**src/rtl/rstack_pkg.sv**
```systemverilog
// Shared constants and operation encoding for the return-address stack.
// Optional feature macro: RSTACK_UNDERFLOW_EN (see return_stack.sv).
package rstack_pkg;

    localparam int RSTACK_WIDTH = 12;
    localparam int RSTACK_DEPTH = 8;

    // Operation encoding is the concatenation {push, pop}.
    typedef enum logic [1:0] {
        OP_NONE    = 2'b00,
        OP_POP     = 2'b01,
        OP_PUSH    = 2'b10,
        OP_REPLACE = 2'b11
    } op_t;

endpackage

```
**src/rtl/return_stack_if.sv**
```systemverilog
// Datapath <-> return-stack signal bundle. The datapath is the master
// (drives the strobes), the stack is the slave (drives status and top).
interface return_stack_if #(
    parameter int WIDTH = 12,
    parameter int CNT_W = 4
);
    logic             push;
    logic             pop;
    logic [WIDTH-1:0] push_data;
    logic [WIDTH-1:0] top;
    logic [CNT_W-1:0] count;
    logic             full;
    logic             empty;
    logic             overflow;
    logic             underflow;

    modport master (
        output push, pop, push_data,
        input  top, count, full, empty, overflow, underflow
    );

    modport slave (
        input  push, pop, push_data,
        output top, count, full, empty, overflow, underflow
    );
endinterface

```
**src/rtl/rstack_mem.sv**
```systemverilog
// DEPTH x WIDTH register file: one synchronous write port, one
// asynchronous read port. Contents are never reset.
module rstack_mem #(
    parameter int WIDTH = 12,
    parameter int DEPTH = 8,
    parameter int AW    = $clog2(DEPTH)
) (
    input  logic             clk,
    input  logic             we,
    input  logic [AW-1:0]    wr_addr,
    input  logic [WIDTH-1:0] wr_data,
    input  logic [AW-1:0]    rd_addr,
    output logic [WIDTH-1:0] rd_data
);

    logic [DEPTH-1:0][WIDTH-1:0] mem;

    // Write the addressed entry on the rising edge when enabled.
    always_ff @(posedge clk) begin
        if (we) mem[wr_addr] <= wr_data;
    end

    assign rd_data = mem[rd_addr];

endmodule

```
**src/rtl/return_stack.sv**
```systemverilog
// Hardware return-address stack. Push stores a return address, pop
// discards the top; push+pop replaces the top in place. The top entry is
// presented combinationally so a pop can load pc on the same edge.
// Optional feature macro: RSTACK_UNDERFLOW_EN -- when defined, a sticky
// underflow flag records pops issued while empty; otherwise underflow is 0.
module return_stack
    import rstack_pkg::*;
#(
    parameter int WIDTH = RSTACK_WIDTH,
    parameter int DEPTH = RSTACK_DEPTH,
    parameter int CNT_W = $clog2(DEPTH + 1)
) (
    input  logic          clk,
    input  logic          rst,
    return_stack_if.slave bus
);

    localparam int AW = $clog2(DEPTH);

    op_t              op;
    logic [CNT_W-1:0] sp;
    logic [CNT_W-1:0] sp_nxt;
    logic             is_full;
    logic             is_empty;
    logic             mem_we;
    logic [AW-1:0]    mem_addr;
    logic [AW-1:0]    top_addr;
    logic [WIDTH-1:0] rd_data;
    logic             ovf_q;
    logic             ovf_set;

    assign op       = op_t'({bus.push, bus.pop});
    assign is_full  = (sp == CNT_W'(DEPTH));
    assign is_empty = (sp == '0);
    assign top_addr = AW'(sp - CNT_W'(1));

    // Decode the strobes into a write and the next stack pointer.
    always_comb begin
        mem_we   = 1'b0;
        mem_addr = AW'(sp);
        sp_nxt   = sp;
        ovf_set  = 1'b0;
        case (op)
            OP_PUSH: begin
                // A full stack keeps its entries; nothing wraps or drops.
                if (!is_full) begin
                    mem_we = 1'b1;
                    sp_nxt = sp + CNT_W'(1);
                end else begin
                    ovf_set = 1'b1;
                end
            end
            OP_POP: begin
                if (!is_empty) sp_nxt = sp - CNT_W'(1);
            end
            OP_REPLACE: begin
                // On an empty stack this degenerates to a plain push.
                mem_we = 1'b1;
                if (is_empty) begin
                    mem_addr = '0;
                    sp_nxt   = CNT_W'(1);
                end else begin
                    mem_addr = top_addr;
                end
            end
            default: ;
        endcase
    end

    // Stack pointer and sticky overflow; reset empties the stack at once.
    always_ff @(posedge clk or posedge rst) begin
        if (rst) begin
            sp    <= '0;
            ovf_q <= 1'b0;
        end else begin
            sp <= sp_nxt;
            if (ovf_set) ovf_q <= 1'b1;
        end
    end

`ifdef RSTACK_UNDERFLOW_EN
    logic udf_q;
    logic udf_set;

    assign udf_set = (op == OP_POP) && is_empty;

    // Sticky underflow: set by a pop-only while empty, cleared only by reset.
    always_ff @(posedge clk or posedge rst) begin
        if (rst)          udf_q <= 1'b0;
        else if (udf_set) udf_q <= 1'b1;
    end

    assign bus.underflow = udf_q;
`else
    assign bus.underflow = 1'b0;
`endif

    rstack_mem #(
        .WIDTH (WIDTH),
        .DEPTH (DEPTH),
        .AW    (AW)
    ) u_mem (
        .clk     (clk),
        .we      (mem_we),
        .wr_addr (mem_addr),
        .wr_data (bus.push_data),
        .rd_addr (top_addr),
        .rd_data (rd_data)
    );

    assign bus.top      = is_empty ? '0 : rd_data;
    assign bus.count    = sp;
    assign bus.full     = is_full;
    assign bus.empty    = is_empty;
    assign bus.overflow = ovf_q;

endmodule

```
**src/flat_wrapper.sv**
```systemverilog
// flat-port wrapper written by rule: the top's interface ports become plain ports
module return_stack_flat import rstack_pkg::*;
#(
    parameter int WIDTH = RSTACK_WIDTH,
    parameter int DEPTH = RSTACK_DEPTH,
    parameter int CNT_W = $clog2(DEPTH + 1)
)
  (clk, rst, bus_push, bus_pop, bus_push_data, bus_top, bus_count, bus_full, bus_empty, bus_overflow, bus_underflow);
  return_stack_if #(.WIDTH(WIDTH), .CNT_W(CNT_W)) bus_i ();
  input  logic clk;
  input  logic rst;
  input wire logic [$bits(bus_i.push)-1:0] bus_push;
  input wire logic [$bits(bus_i.pop)-1:0] bus_pop;
  input wire logic [$bits(bus_i.push_data)-1:0] bus_push_data;
  output wire logic [$bits(bus_i.top)-1:0] bus_top;
  output wire logic [$bits(bus_i.count)-1:0] bus_count;
  output wire logic [$bits(bus_i.full)-1:0] bus_full;
  output wire logic [$bits(bus_i.empty)-1:0] bus_empty;
  output wire logic [$bits(bus_i.overflow)-1:0] bus_overflow;
  output wire logic [$bits(bus_i.underflow)-1:0] bus_underflow;
  assign bus_i.push = bus_push;
  assign bus_i.pop = bus_pop;
  assign bus_i.push_data = bus_push_data;
  assign bus_top = bus_i.top;
  assign bus_count = bus_i.count;
  assign bus_full = bus_i.full;
  assign bus_empty = bus_i.empty;
  assign bus_overflow = bus_i.overflow;
  assign bus_underflow = bus_i.underflow;
  return_stack #(.WIDTH(WIDTH), .DEPTH(DEPTH), .CNT_W(CNT_W)) u_core (.clk(clk), .rst(rst), .bus(bus_i));
endmodule
```
**config.mk**
```make
export PLATFORM = sky130hd
export DESIGN_NAME = return_stack_flat
export DESIGN_NICKNAME = d
export VERILOG_FILES = /design/src/rtl/rstack_pkg.sv /design/src/rtl/return_stack_if.sv /design/src/rtl/rstack_mem.sv /design/src/rtl/return_stack.sv /design/src/flat_wrapper.sv
export SDC_FILE = /design/constraint.sdc
export NUM_CORES = 1
export LEC_CHECK = 0
export BUFFER_PORTS_ARGS = -buffer_cell sky130_fd_sc_hd__buf_2
export CORE_MARGIN = 1.5
export CORE_UTILIZATION = 40
export CTS_BUF_LIST = sky130_fd_sc_hd__clkbuf_4
export DETAILED_ROUTE_END_ITERATION = 7
export PLACE_DENSITY = 0.54
export SYNTH_ARGS = -nofsm -noshare
export SYNTH_HDL_FRONTEND = slang
export SYNTH_HIERARCHICAL = 1
export SYNTH_SLANG_ARGS = --single-unit
```
**constraint.sdc**
```tcl
create_clock -name clk -period 4.4 [get_ports clk]
set_input_delay 0.22 -clock clk [delete_from_list [all_inputs] [get_ports clk]]
set_output_delay 0.22 -clock clk [all_outputs]
set_load 0.05 [all_outputs]
```
==> flow_summary_export.csv <==
group,metric,value,unit
run_status,status,"completed",
sta,min_period,3450,ps
worst_setup_path,max_stage_delay,470,ps
yosys,synth_area_leader_cell,"edfxtp_1",
min_path,hp-class,"in2reg",
worst_setup_path,startpoint_type,"flop",
yosys,synth.top_cells.by_count,"edfxtp_1, mux4_1, nor2b_1, mux2_2, nor2_1",
worst_setup_path,cp.required,4180,ps
clocking,clk_pin_slew,150,ps
worst_setup_path,critPathTopFamily,"buffers and inverters",
yosys,async_flop_share,4.95,%
clocking,cts-root-buf,"clkbuf_4",
yosys,synth.net_count,247,
finish,nFillCells,929,
yosys,synth.most_common_cell,"edfxtp_1",
grt,grt_pass1_vias,2182,
placement,place_ws,1120,ps
sta,maxSlewHeadroom,18.5,%
worst_setup_path,cp_cell_sequence,"inv_1 -> buf_4 -> ha_1 -> xor2_2 -> buf_4 -> mux4_2 -> mux2_2 -> nor2b_1 -> buf_2",
die,die-area,11500,µm²
detailed_routing,drt_first_pass_iters,4,
yosys,synth.distinct_cells,41,
die,coreArea,10500,µm²
yosys,ys_ff_latch,101,
die,floorplan.initialDensity,41.6,%
worst_setup_path,worst_ep_arrival_time,3230,ps
clocking,cts.path.max_buffers,2,
detailed_routing,wirelength,8130,µm
finish,area_delta_synth_final,12.4,%
worst_setup_path,critPathBufInv,4,
sta,whs,41.3,ps
grt,overflow,0,
clocking,cts_buffers,9,
clocking,cts_htree_levels,3,
finish,multi_input_area,1250,µm²
yosys,synth_edf_count,96,
die,die-height,107,µm
worst_setup_path,cp-end-kind,"output pin",
sta,rsz0062_at_grt,"false",
grt,grt_pass1_wl,12800,µm
worst_setup_path,crit_fanout,27,
flow_run,max_cap_viol_count,0,
detailed_routing,route.vias.total,2165,
placement,io_buffer_count,34,
yosys,ys_seq_area_share,69.1,%
detailed_routing,vias_per_cell,5.24,
clocking,postCtsSetupRepairBufs,0,
placement,place_congestion,0.770,
yosys,synth_area,4350,µm²
finish,nets,291,
sta,setup_violations,0,
yosys,synth_top_area_share,66.2,%
finish,n_antenna_cell,0,
sta,tns,0,ps
yosys,yosys_warnings,6,
placement,hpwl,5160,µm
detailed_routing,ant_nets,0,
detailed_routing,route.detailed.drc,0,
yosys,synth_area_per_cell,19.1,µm²
finish,drive_above_1_share,31.8,%
clocking,cts_tree,"built",
finish,final_util,46.8,%
die,die_w,107,µm
worst_setup_path,crit_top_cell,"buf_4",
worst_setup_path,worstSetupPathType,"reg2out",
die,ios,36,
sta,clock.fmax,290,MHz
grt,grt_usage,15.4,%
finish,regArea,3010,µm²
sta,hold_violations,0,
yosys,synthesis.instances,228,
grt,antenna_found_initial,0,
detailed_routing,wl_per_cell,19.7,µm
sta,setup_ws,948,ps
die,placementRows,37,
yosys,synth.area.top_cells,"edfxtp_1, mux4_1, mux2_2",
yosys,synth_ff_type,"edfxtp_1",
sta,tightest_slew,1220,ps
worst_setup_path,cp_slowest_cell,"dfrtp_1",
grt,grt_max_degree,28,
clocking,clock-sinks,101,
detailed_routing,drt_iter0_drc,116,
sta,slew_violations,0,
sta,period_share,78.4,%
sta,skew,11.8,ps
clocking,clock_latency,430,ps
==> layer usage <==
metal | share of wire [%] | global-route usage (%)
met1 | 49 | 22.1
met3 | 2.8 | 3.51
met2 | 47 | 23.5
met4 | 1.3 | 4.61
met5 | 0 | 0
==> layout make-up <==
cell class,instances,area share (%)
inverter,5,0.383
timing repair buffer,45,5.21
clock buffer,11,1.69
clock inverter,5,2.17
sequential,101,61.4
tap,136,3.48
multi-input combinational,110,25.6
==> cells by family after synthesis <==
group / count (synthesis) / synth area share, %
DFF: 101 / 69.1
and+or+nand+nor: 48 / 6.26
muxes: 37 / 17.6
AOI/OAI and AO/OA: 19 / 2.99
buffers and inverters: 17 / 2.50
adders and majority gates: 3 / 0.862
xor gates and xnor gates: 2 / 0.575
other: 1 / 0.0861
==> stage by stage <==
stage          area, µm²  instances
2_1_floorplan       4350        228
3_3_place_gp        4700        396
3_5_place_dp        4700        396
4_1_cts             4900        413
5_1_grt             4900        413
6_report            4900        413
==> worst reg2reg max path, stage by stage, from the launching register on <==
cell and delay (ps):
dfrtp_1 440, inv_1 130, ha_1 230, nor2b_4 150, and2_4 260, o31ai_1 610
nand2b_1 150, nor2_1 700, buf_4 300
==> sequential cells by signal, summed over array words and instances, names as in the netlist <==
signal / count
u_core/u_mem/mem: 96
u_core/bus.count: 4
u_core/bus.overflow: 1
==> path summary, 6_finish.rpt <==
path | startpoint | slack (ps) | cells past startpoint | to
worst max-delay path | u_core/bus.count[0]$_DFFE_PP0P_ | 950 | 9 | bus_top[0]
worst min-delay path | bus_push_data[2] | 40 | 1 | u_core/u_mem/mem[38]$_DFFE_PP_
worst max register to register | u_core/bus.count[1]$_DFFE_PP0P_ | 1170 | 8 | u_core/u_mem/mem[27]$_DFFE_PP_
worst min register to register | u_core/bus.overflow$_DFFE_PP0P_ | 480 | 1 | u_core/bus.overflow$_DFFE_PP0P_
max in group asynchronous | rst | 3990 | 3 | u_core/bus.count[0]$_DFFE_PP0P_
min in group asynchronous | rst | 220 | 3 | u_core/bus.overflow$_DFFE_PP0P_
==> cell usage in the layout (no fill, tap or decap), types with 2 or more instances in the layout <==
cell type	n
edfxtp_1	96
buf_2	34
mux4_1	21
nor2b_1	14
mux2_2	12
clkbuf_4	11
nor2_1	11
buf_4	10
nand2_1	8
inv_1	5
dfrtp_1	5
o21ai_0	4
nand2b_1	4
bufinv_16	3
a21oi_1	3
ha_1	3
mux4_2	3
xor2_2	2
o22ai_1	2
nor3_2	2
==> repair_timing <==
item	in CTS	in global routing
setup endpoints to repair	0	0
resized for setup	0	0
hold buffers	1	0
hold endpoints to repair	5	0
Power is left out: the tool's default activity adds up to more than one toggle a clock period on the data nets, which glitch-free logic cannot reach.
